<file path="src/rtl/alu_sin_receiver_pkg.sv">
// alu_pkg: shared opcode, frame-type, error-index definitions and the CRC-4 helper.
package alu_pkg;

    typedef enum logic [2:0] {
        and_op = 3'b000,
        or_op  = 3'b001,
        add_op = 3'b100,
        sub_op = 3'b101
    } operation_t;

    localparam logic DATA = 1'b0;
    localparam logic CMD  = 1'b1;

    localparam int ERR_DATA = 2;
    localparam int ERR_CRC  = 1;
    localparam int ERR_OP   = 0;

    // CRC-4, x^4+x+1, init 0, message shifted in MSB first
    function automatic logic [3:0] crc4(input bit [67:0] msg);
        logic [3:0] c;
        c = '0;
        for (int i = 67; i >= 0; i--)
            c = {c[2:0], 1'b0} ^ ((msg[i] ^ c[3]) ? 4'b0011 : 4'b0000);
        return c;
    endfunction

endpackage

</file>
<file path="src/rtl/alu_sin_receiver_if.sv">
// alu_sin_receiver_if: serial input line and decoded-transaction outputs of the receiver.
interface alu_sin_receiver_if;
    logic        sin;
    logic        out_valid;
    logic [31:0] out_a;
    logic [31:0] out_b;
    logic [2:0]  out_op;
    logic [2:0]  out_err;
    logic        busy;

    modport master (output sin, input out_valid, out_a, out_b, out_op, out_err, busy);
    modport slave  (input sin, output out_valid, out_a, out_b, out_op, out_err, busy);
endinterface

</file>
<file path="src/rtl/alu_sin_receiver_framer.sv">
// alu_sin_framer: bit-level start/type/payload/stop deserializer for 11-bit frames.
// word_valid_o/frame_err_o strobe while the stop bit is on the line so the word is consumed on the same edge.
module alu_sin_framer (
    input  logic       clk,
    input  logic       rst,
    input  logic       sin_i,
    output logic       word_valid_o,
    output logic       word_type_o,
    output logic [7:0] word_byte_o,
    output logic       frame_err_o,
    output logic       busy_o
);
    typedef enum logic [1:0] {IDLE, TYPE, PAYLOAD, STOP} state_t;

    state_t     state_q;
    logic [2:0] bit_cnt_q;
    logic       type_q;
    logic [7:0] byte_q;

    always_ff @(posedge clk or posedge rst) begin
        if (rst) begin
            state_q   <= IDLE;
            bit_cnt_q <= '0;
            type_q    <= 1'b0;
            byte_q    <= '0;
        end else begin
            case (state_q)
                IDLE: if (!sin_i) state_q <= TYPE;
                TYPE: begin
                    type_q    <= sin_i;
                    bit_cnt_q <= '0;
                    state_q   <= PAYLOAD;
                end
                PAYLOAD: begin
                    byte_q    <= {byte_q[6:0], sin_i};
                    bit_cnt_q <= bit_cnt_q + 3'd1;
                    if (bit_cnt_q == 3'd7) state_q <= STOP;
                end
                default: state_q <= IDLE;
            endcase
        end
    end

    assign word_valid_o = state_q == STOP && sin_i;
    assign frame_err_o  = state_q == STOP && !sin_i;
    assign word_type_o  = type_q;
    assign word_byte_o  = byte_q;
    assign busy_o       = state_q != IDLE;
endmodule

</file>
<file path="src/rtl/alu_sin_receiver.sv">
// alu_sin_receiver: word sequencing, operand assembly and CRC/opcode check of the ALU serial protocol.
// Optional ALU_SIN_RX_TIMEOUT_EN drops partial transactions after TIMEOUT_CYCLES idle cycles.
module alu_sin_receiver
    import alu_pkg::*;
#(
    parameter int TIMEOUT_CYCLES = 32
) (
    input logic               clk,
    input logic               rst,
    alu_sin_receiver_if.slave bus
);
    logic        word_valid, word_type, frame_err, frm_busy;
    logic [7:0]  word_byte;
    logic [63:0] opnd_q;
    logic [3:0]  cnt_q;
    logic        ovf_q, out_valid_q;
    logic [31:0] out_a_q, out_b_q;
    logic [2:0]  out_op_q, out_err_q, err_d, op_d;
    logic        result_d, drop_d;

    alu_sin_framer u_framer (
        .clk          (clk),
        .rst          (rst),
        .sin_i        (bus.sin),
        .word_valid_o (word_valid),
        .word_type_o  (word_type),
        .word_byte_o  (word_byte),
        .frame_err_o  (frame_err),
        .busy_o       (frm_busy)
    );

    assign op_d     = word_byte[6:4];
    assign result_d = frame_err || (word_valid && word_type == CMD);

    // A framing error reports the same way as a bad word count
    always_comb begin
        err_d = '0;
        if (frame_err || cnt_q != 4'd8 || ovf_q) err_d[ERR_DATA] = 1'b1;
        else if (crc4({opnd_q, 1'b1, op_d}) != word_byte[3:0]) err_d[ERR_CRC] = 1'b1;
        else if (!(op_d inside {and_op, or_op, add_op, sub_op})) err_d[ERR_OP] = 1'b1;
    end

`ifdef ALU_SIN_RX_TIMEOUT_EN
    localparam int TW = $clog2(TIMEOUT_CYCLES + 1);
    logic [TW-1:0] tmo_q;
    assign drop_d = !frm_busy && cnt_q != 4'd0 && tmo_q == TW'(TIMEOUT_CYCLES - 1);
    always_ff @(posedge clk or posedge rst) begin
        if (rst) tmo_q <= '0;
        else tmo_q <= (!frm_busy && cnt_q != 4'd0 && !drop_d) ? tmo_q + 1'b1 : '0;
    end
`else
    assign drop_d = 1'b0;
`endif

    always_ff @(posedge clk or posedge rst) begin
        if (rst) begin
            opnd_q      <= '0;
            cnt_q       <= '0;
            ovf_q       <= 1'b0;
            out_valid_q <= 1'b0;
            out_a_q     <= '0;
            out_b_q     <= '0;
            out_op_q    <= '0;
            out_err_q   <= '0;
        end else begin
            out_valid_q <= result_d;
            if (result_d) begin
                out_err_q <= err_d;
                out_a_q   <= err_d == '0 ? opnd_q[31:0] : '0;
                out_b_q   <= err_d == '0 ? opnd_q[63:32] : '0;
                out_op_q  <= err_d == '0 ? op_d : '0;
                cnt_q     <= '0;
                ovf_q     <= 1'b0;
            end else if (word_valid) begin
                if (cnt_q == 4'd8) ovf_q <= 1'b1;
                else begin
                    opnd_q <= {opnd_q[55:0], word_byte};
                    cnt_q  <= cnt_q + 4'd1;
                end
            end else if (drop_d) begin
                cnt_q <= '0;
                ovf_q <= 1'b0;
            end
        end
    end

    assign bus.out_valid = out_valid_q;
    assign bus.out_a     = out_a_q;
    assign bus.out_b     = out_b_q;
    assign bus.out_op    = out_op_q;
    assign bus.out_err   = out_err_q;
    assign bus.busy      = frm_busy || cnt_q != 4'd0;
endmodule

</file>
<file path="src/flat_wrapper.sv">
// flat-port wrapper written by rule: the top's interface ports become plain ports
module alu_sin_receiver_flat import alu_pkg::*;
#(
    parameter int TIMEOUT_CYCLES = 32
)
  (clk, rst, bus_sin, bus_out_valid, bus_out_a, bus_out_b, bus_out_op, bus_out_err, bus_busy);
  alu_sin_receiver_if bus_i ();
  input logic clk;
  input logic rst;
  input wire logic [$bits(bus_i.sin)-1:0] bus_sin;
  output wire logic [$bits(bus_i.out_valid)-1:0] bus_out_valid;
  output wire logic [$bits(bus_i.out_a)-1:0] bus_out_a;
  output wire logic [$bits(bus_i.out_b)-1:0] bus_out_b;
  output wire logic [$bits(bus_i.out_op)-1:0] bus_out_op;
  output wire logic [$bits(bus_i.out_err)-1:0] bus_out_err;
  output wire logic [$bits(bus_i.busy)-1:0] bus_busy;
  assign bus_i.sin = bus_sin;
  assign bus_out_valid = bus_i.out_valid;
  assign bus_out_a = bus_i.out_a;
  assign bus_out_b = bus_i.out_b;
  assign bus_out_op = bus_i.out_op;
  assign bus_out_err = bus_i.out_err;
  assign bus_busy = bus_i.busy;
  alu_sin_receiver #(.TIMEOUT_CYCLES(TIMEOUT_CYCLES)) u_core (.clk(clk), .rst(rst), .bus(bus_i));
endmodule
</file>
<file path="config.mk">
export PLATFORM = sky130hd
export DESIGN_NAME = alu_sin_receiver_flat
export DESIGN_NICKNAME = d
export VERILOG_FILES = /design/src/rtl/alu_sin_receiver_pkg.sv /design/src/rtl/alu_sin_receiver_if.sv /design/src/rtl/alu_sin_receiver_framer.sv /design/src/rtl/alu_sin_receiver.sv /design/src/flat_wrapper.sv
export SDC_FILE = /design/constraint.sdc
export NUM_CORES = 1
export LEC_CHECK = 0
export BUFFER_PORTS_ARGS = -buffer_cell sky130_fd_sc_hd__buf_2
export CORE_ASPECT_RATIO = 1.4
export CORE_MARGIN = 1
export CORE_UTILIZATION = 50
export CTS_BUF_LIST = sky130_fd_sc_hd__clkbuf_4 sky130_fd_sc_hd__clkbuf_8 sky130_fd_sc_hd__clkbuf_16
export CTS_CLUSTER_DIAMETER = 60
export DETAILED_ROUTE_END_ITERATION = 12
export GPL_TIMING_DRIVEN = 0
export MAX_ROUTING_LAYER = met4
export PLACE_DENSITY_LB_ADDON = 0.08
export SLEW_MARGIN = 15
export SYNTH_ARGS = -nofsm -noshare
export SYNTH_HDL_FRONTEND = slang
export SYNTH_SLANG_ARGS = --single-unit
</file>
<file path="constraint.sdc">
create_clock -name clk -period 4.65 [get_ports clk]
set_clock_uncertainty 0.2 [all_clocks]
set_input_delay 0.6975 -clock clk [delete_from_list [all_inputs] [get_ports clk]]
set_output_delay 0.6975 -clock clk [all_outputs]
set_load 0.01 [all_outputs]
</file>
# Word level (Yosys, flattened, before mapping)
# Cells that the tools add are included.
[op_classes]
n_addsub = 2
eq_ne = 13
n_mux = 86
n_bitwise = 135
reduce_logical = 21
[ops]
columns = ["op", "n"]
rows = [
  ["4-bit bitwise XOR", 67],
  ["2-bit 2-to-1 mux", 71],
  ["1-bit bitwise XOR", 65],
  ["32-bit 2-to-1 mux", 2],
  ["4-bit 2-to-1 mux", 3],
  ["3-bit equality test (second input constant)", 3],
  ["2-bit nonzero test", 4],
  ["4-bit nonzero test", 2],
  ["1-bit 2-to-1 mux", 7],
  ["3-bit logical NOT", 2],
  ["2-bit one-hot mux with 3 select lines", 1],
  ["3-bit one-hot mux with 2 select lines", 1],
  ["2-bit AND reduction", 3],
  ["4-bit by 1-bit adder with 4-bit output (second input constant)", 1],
  ["2-bit equality test (second input constant)", 2],
  ["4-bit equality test (second input constant)", 1],
  ["1-bit logical OR", 4],
  ["2-bit != test (second input constant)", 2],
  ["4-bit != test", 1],
  ["4-bit != test (second input constant)", 1],
  ["3-bit by 1-bit adder with 3-bit output (second input constant)", 1],
  ["3-bit by 1-bit equality test with 1-bit output (second input constant)", 1],
  ["1-bit logical AND", 3],
  ["3-bit 2-to-1 mux", 1],
  ["7 further kinds", 8],
]
[totals]
ff_bits = 154
inputBits = 3
output_inout_bits = 72
wordCells = 269

# Longest topological paths before layout
[depth]
word_depth = 205
depth_mapped = 14

# Cells and area by module
# A second synthesis with hierarchy kept.
[hier_totals]
hier_cells = 478
hier_area_um2 = 6985.4
[by_module_without_submodules]
columns = ["module", "n_inst", "cells_per_inst", "area_each_um2", "seq_area_each_um2"]
rows = [
  ["alu_sin_receiver", 1, 427, 6311.1, 3503.4],
  ["alu_sin_framer", 1, 51, 674.4, 350.3],
]

# Worst setup path after synthesis
# No wires, ideal clock.
[synth_path]
kind = "register -> register"
start = "register u_core.opnd_q[52]"
end = "register u_core.out_a_q[0] (netlist: u_core.bus.out_a[0])"
arrival_time_ps = 4045
required_ps = 4329
path_slack_ps = 284
path_stages_with_launch = 15
path_buffers = 3
synth_period_minus_slack_ps = 4366
cell_sequence = "dfrtp_1 -> buf_2 -> xnor3_1 -> xnor3_2 -> xnor3_1 -> xnor3_1 -> xnor3_1 -> xnor3_2 -> xnor3_1 -> or3b_1 -> o221ai_1 -> nor4_4 -> buf_6 -> buf_6 -> a22o_1"
[synth_between]
elab_chain_cells = 100
word_cells_on_any_way = 170
cone_classes = "1 x eq/ne; 58 x mux; 110 x bitwise; 1 x reduce/logical"
[synth_rtl]
columns = ["item", "line", "source"]
rows = [
  ["from (decl)", "alu_sin_receiver.sv:14", "logic [63:0] opnd_q;"],
  ["from (signal assigned)", "alu_sin_receiver.sv:77", "opnd_q <= {opnd_q[55:0], word_byte};"],
  ["1-bit bitwise XOR (*)", "alu_sin_receiver_pkg.sv:23", "c = {c[2:0], 1'b0} ^ ((msg[i] ^ c[3]) ? 4'b0011 : 4'b0000);"],
  ["2-bit 2-to-1 mux (*)", "alu_sin_receiver_pkg.sv:23", ""],
  ["4-bit bitwise XOR (*) (3 in a row)", "alu_sin_receiver_pkg.sv:23", ""],
  ["1-bit bitwise XOR or 4-bit bitwise XOR (tied branches)", "alu_sin_receiver_pkg.sv:23", ""],
  ["2-bit 2-to-1 mux or 1-bit bitwise XOR (tied branches)", "alu_sin_receiver_pkg.sv:23", ""],
  ["4-bit bitwise XOR (*) (3 in a row)", "alu_sin_receiver_pkg.sv:23", ""],
  ["1-bit bitwise XOR or 4-bit bitwise XOR (tied branches)", "alu_sin_receiver_pkg.sv:23", ""],
  ["2-bit 2-to-1 mux or 1-bit bitwise XOR (tied branches)", "alu_sin_receiver_pkg.sv:23", ""],
  ["(+80 left out)", "-", ""],
  ["1-bit bitwise XOR, or another cell as far along", "alu_sin_receiver_pkg.sv:23", ""],
  ["2-bit 2-to-1 mux or 4-bit bitwise XOR (tied branches)", "alu_sin_receiver_pkg.sv:23", ""],
  ["4-bit bitwise XOR (*)", "alu_sin_receiver_pkg.sv:23", ""],
  ["4-bit != test (*)", "alu_sin_receiver.sv:39", "else if (crc4({opnd_q, 1'b1, op_d}) != word_byte[3:0]) err_d[ERR_CRC] = 1'b1;"],
  ["1-bit 2-to-1 mux", "alu_sin_receiver.sv:39", ""],
  ["2-bit 2-to-1 mux (*)", "alu_sin_receiver.sv:38", "if (frame_err || cnt_q != 4'd8 || ovf_q) err_d[ERR_DATA] = 1'b1;"],
  ["3-bit logical NOT (*)", "alu_sin_receiver.sv:69", "out_a_q <= err_d == '0 ? opnd_q[31:0] : '0;"],
  ["32-bit 2-to-1 mux (*)", "alu_sin_receiver.sv:69", ""],
  ["to (signal assigned)", "alu_sin_receiver.sv:69", ""],
  ["to (decl)", "alu_sin_receiver.sv:17", "logic [31:0] out_a_q, out_b_q;"],
]
# Every way passes the cells marked *; elsewhere a longest branch is shown, timed or not.
# A chain may end at the register's enable or synchronous reset.

# Final worst setup path
[layout_path]
start = "register u_core.opnd_q[52]"
end = "register u_core.out_a_q[31] (netlist: u_core.bus.out_a[31])"
# The elaborated chain is that of the path after synthesis.

==> results.md <==
Status:
- The flow ran to the end, and the final reports show no timing, DRC or antenna violations.

Drt:
- Once detail routing completed, the nets flagged for antenna violations numbered 0.
- The number of vias per cell is about 5.4.
- After detailed routing, the number of remaining DRC violations is 0.
- The average detailed-routed wire length per instance is roughly 20 um.
- After detailed routing, the total wire length is 16,000 um.
- The number of iterations in the first detailed-routing pass is 4.
- After the first detailed-routing iteration, the DRC count stood at 127.
- The total number of vias is 4,397.

Clock network:
- The clock insertion delay at the later pin of the skew report is 420 ps.
- The clock tree synthesis step divided the H-tree into 4 levels.
- The CTS tree is yes.
- Buffers inserted to repair hold after CTS numbered 0.
- In this run the clock root is driven by a sky130_fd_sc_hd__clkbuf_16.
- The number of buffers inserted during clock tree synthesis is 17.
- The clock passes through at most 2 buffers.
- The clock drives 154 sinks.
- Clock-pin slew was measured on the worst setup and hold paths at 60 ps.

STA:
- Setup violations remaining at the end of the flow were counted as 0.
- The worst relative slew slack is between 40% and 50%.
- After layout, the worst setup slack is between 150 and 200 ps.
- The count of final hold-check violations is 0.
- The maximum clock rate is ~220 MHz.
- The final critical-path required period is 4480 ps.
- After layout, the worst path uses 96.2% of the clock period.
- At the pin with the least slew margin, the transition time is 775 ps.
- The final-report max-slew violation count is 0.

Global route:
- The first-pass GRT wire length is 26,000 um.
- In the global route stage, overall resource usage came out at between 20 and 25%.
- The largest net degree at the start of global routing is 35.
- The via count of the first global-routing pass was 4,645.
- The global route total overflow is 0.
- The initial antenna violation count is 0.

Placed design:
- At the placement stage, the worst setup path has a slack of -214 ps.
- Routability-driven placement finished with a final weighted congestion of just under 0.8.
- The count of buffers inserted at the top-level ports is 74.
- Including well taps, the total number of placed cells is 777.
- Detailed placement finished with a half-perimeter wire length of 11,300 um.

Floorplanning:
- The floorplan step defined a die boundary enclosing 15,500 um2.
- The die span in x is 106 um.
- Once the floorplan was initialized, standard cells occupied 51.5% of the core.
- The core region is 14,600 um2.
- The number of primary I/O pins is between 70 and 80.
- The floorplan row count is 52.
- The die is roughly 150 um tall.

Logic synthesis:
- Yosys attributes the largest share of cell area to sky130_fd_sc_hd__dfrtp_1, sky130_fd_sc_hd__mux2_2, sky130_fd_sc_hd__xnor3_1, sky130_fd_sc_hd__a22o_1, sky130_fd_sc_hd__xnor2_1.
- The flip-flop and latch count after synthesis is 154.
- The synthesized area per cell is roughly 15 um2.
- The post-synth net total is between 500 and 600.
- The largest total area in the synthesized netlist belongs to sky130_fd_sc_hd__dfrtp_1.
- Summed over its instances, the top area cell type makes up between 50% and 60% of the synthesized netlist area.
- In the synthesized netlist, the number of instances is 510.
- The Yosys step of the flow raised 0 warnings.
- The part of the Yosys area used for sequential elements is 51.3%.
- The post-synthesis cell type count is 34.
- In this run the cell area of the synthesized design comes to 7510 um2.

Setup path:
- The largest individual stage delay along the critical path comes from the cell sky130_fd_sc_hd__xnor3_2.
- The signal on the critical path passes through buf_2, xnor3_2, xnor2_4, buf_4, xnor3_2, xnor2_1, xnor3_2, xnor2_4, xnor3_1, xnor2_1, o221ai_1, nor4_4, buf_4, clkbuf_4, a22o_1.
- The largest single stage delay on the critical path is 520 ps.
- The register-to-register path setup slack is roughly 170 ps.
- The most numerous cell type found on the critical path is sky130_fd_sc_hd__xnor3_2.
- The end of the worst register-to-register path is u_core.bus.out_a[31]$_DFFE_PP0N_.
- The arrival time at the worst endpoint is 4580 ps.
- The worst setup path is launched from a register.
- The start point of the critical path is u_core.opnd_q[52]$_DFFE_PP0P_.
- The required time reported for the critical path endpoint is 4760 ps.
- The worst-path maximum fanout is 10.
- STA classifies the critical path endpoint as a register.
- Measured in cells, the most critical reg-to-reg path has a length of 15.
- The critical path is of the reg2reg type.
- The startpoint identified for the worst register-to-register timing path is u_core.opnd_q[52]$_DFFE_PP0P_.

Finish:
- Counting the fill cells in the layout gives around 1,200.
- The ratio of cells with drive above 1 in the final layout is 35.7%.
- The net total in the final layout is 625.
- The area occupied by registers is 3860 um2.
- 0 antenna diodes ended up in the layout.
- The total area of multi-input combinational cells is around 3600 um2.
- The number of non-filler instances in the completed layout is 816.
- The area added between synthesis and finish is 19.5%.

Worst hold path:
- The path class of the tightest hold or removal check is in2async.

Run:
- Across the run, the number of max-cap violations was 0.
[layer usage]
metal / global-route usage, % / routed length (um) / vias to the layer above
li1: - / - / 2033
met1: 28.3 / 6960 / 2282
met2: 38.7 / 8380 / 66
met3: 3.90 / 367 / 16
met4: 7.78 / 244 / 0
met5: - / 0 / -
[worst max path at each step]
stage	to	cells after the start
6_report	u_core.bus.out_a[31]$_DFFE_PP0N_	15
5_1_grt	u_core.bus.out_b[17]$_DFFE_PP0N_	14
2_1_floorplan	u_core.bus.out_a[0]$_DFFE_PP0N_	14
4_1_cts	u_core.bus.out_a[31]$_DFFE_PP0N_	13
3_3_place_gp	u_core.bus.out_a[14]$_DFFE_PP0N_	13
3_5_place_dp	u_core.bus.out_a[23]$_DFFE_PP0N_	13
[cell usage in the layout (no fill, tap or decap), types with 2 or more instances in the layout]
cell and n:
sky130_fd_sc_hd__a22o_1 67, sky130_fd_sc_hd__nand3_1 3, sky130_fd_sc_hd__dfrtp_1 152, sky130_fd_sc_hd__and3_1 2, sky130_fd_sc_hd__nand2_1 10, sky130_fd_sc_hd__xor2_2 3
sky130_fd_sc_hd__buf_4 7, sky130_fd_sc_hd__buf_1 4, sky130_fd_sc_hd__inv_6 4, sky130_fd_sc_hd__xor2_1 19, sky130_fd_sc_hd__dfrtp_2 2, sky130_fd_sc_hd__xnor2_4 3
sky130_fd_sc_hd__clkbuf_16 17, sky130_fd_sc_hd__buf_12 4, sky130_fd_sc_hd__bufinv_16 2, sky130_fd_sc_hd__inv_1 10, sky130_fd_sc_hd__xnor3_2 7, sky130_fd_sc_hd__ha_1 8
sky130_fd_sc_hd__clkbuf_8 2, sky130_fd_sc_hd__xor3_1 7, sky130_fd_sc_hd__mux2_2 75, sky130_fd_sc_hd__clkbuf_1 13, sky130_fd_sc_hd__clkbuf_4 4, sky130_fd_sc_hd__clkinv_4 2
sky130_fd_sc_hd__nor2_1 7, sky130_fd_sc_hd__xnor2_2 6, sky130_fd_sc_hd__buf_2 75, sky130_fd_sc_hd__xnor2_1 50, sky130_fd_sc_hd__nand2b_1 2, sky130_fd_sc_hd__and2_1 2
sky130_fd_sc_hd__clkinvlp_4 4, sky130_fd_sc_hd__buf_6 5, sky130_fd_sc_hd__o21ai_0 9, sky130_fd_sc_hd__xnor3_1 27
[registers in the layout, summed over array words and instances, names as in the netlist, 2 cells and up]
name,cells
u_core.u_framer.word_byte_o,8
u_core.bus.out_err,3
u_core.bus.out_op,3
u_core.bus.out_b,32
u_core.u_framer.state_q,2
u_core.opnd_q,64
u_core.bus.out_a,32
u_core.u_framer.bit_cnt_q,3
u_core.cnt_q,4
[worst max-delay path, delay by kind of cell (launching register included)]
kind                   cells  cell delay [ps]
AO/OA/AOI/OAI              2              500
XOR/XNOR                   8             2550
buffers and inverters      4              660
flip-flops                 1              350
AND/OR/NAND/NOR            1               70
[cells in the mapped netlist]
| cell | instances |
|---|---|
| sky130_fd_sc_hd__a22o_1 | 67 |
| sky130_fd_sc_hd__a31oi_1 | 1 |
| sky130_fd_sc_hd__a32o_1 | 1 |
| sky130_fd_sc_hd__and2_1 | 2 |
| sky130_fd_sc_hd__and3_1 | 2 |
| sky130_fd_sc_hd__and3b_1 | 1 |
| sky130_fd_sc_hd__buf_1 | 4 |
| sky130_fd_sc_hd__buf_2 | 3 |
| sky130_fd_sc_hd__buf_6 | 5 |
| sky130_fd_sc_hd__clkbuf_1 | 13 |
| sky130_fd_sc_hd__dfrtp_1 | 154 |
| sky130_fd_sc_hd__ha_1 | 8 |
| sky130_fd_sc_hd__inv_1 | 11 |
| sky130_fd_sc_hd__mux2_2 | 75 |
| sky130_fd_sc_hd__mux2i_1 | 2 |
| sky130_fd_sc_hd__nand2_1 | 10 |
| sky130_fd_sc_hd__nand2b_1 | 2 |
| sky130_fd_sc_hd__nand3_1 | 3 |
| sky130_fd_sc_hd__nand3b_1 | 1 |
| sky130_fd_sc_hd__nor2_1 | 7 |
| sky130_fd_sc_hd__nor2b_1 | 1 |
| sky130_fd_sc_hd__nor3_1 | 1 |
| sky130_fd_sc_hd__nor4_1 | 1 |
| sky130_fd_sc_hd__nor4_4 | 1 |
| sky130_fd_sc_hd__o21ai_0 | 9 |
| sky130_fd_sc_hd__o221ai_1 | 1 |
| sky130_fd_sc_hd__o31ai_1 | 1 |
| sky130_fd_sc_hd__or3b_1 | 1 |
| sky130_fd_sc_hd__xnor2_1 | 56 |
| sky130_fd_sc_hd__xnor2_2 | 3 |
| sky130_fd_sc_hd__xnor3_1 | 32 |
| sky130_fd_sc_hd__xnor3_2 | 2 |
| sky130_fd_sc_hd__xor2_1 | 22 |
| sky130_fd_sc_hd__xor3_1 | 7 |
[logic make-up after synthesis]
logic type / after synthesis / synth area share [%]
AO/OA/AOI/OAI: 80 / 8.85
XOR/XNOR: 122 / 22.2
adder cells (fa/ha/maj): 8 / 1.33
buffers and inverters: 36 / 2.35
flip-flops: 154 / 51.3
multiplexers: 77 / 11.5
AND/OR/NAND/NOR: 33 / 2.40
[repair_timing]
action	CTS	global route
pin swaps	2	8
endpoints found under the setup margin	66	63
resized for setup	6	16
setup buffers	1	6
[through the flow]
step	hold WS (ps)	util (%)	setup TNS (ps)	instance area (um2)
after floorplan	257	-	0	7510
after detailed placement	265	56.2	-10080	8200
after global placement	264	55.7	-6280	8120
after CTS	218	60.7	0	8850
after global routing	252	61.6	-49.7	8970
final	213	61.6	0	8970
[cell type report]
cell class / count / area share [%]
flip-flops and latches: 154 / 43.0
multi-input cells: 320 / 40.0
repair buffers: 85 / 5.61
clock buffers: 21 / 5.22
well taps: 189 / 2.64
plain buffers: 25 / 1.56
clock inverters: 11 / 1.51
inverters: 11 / 0.502
Power is left out: the tool's default activity adds up to more than one toggle a clock period on the data nets, which glitch-free logic cannot reach.
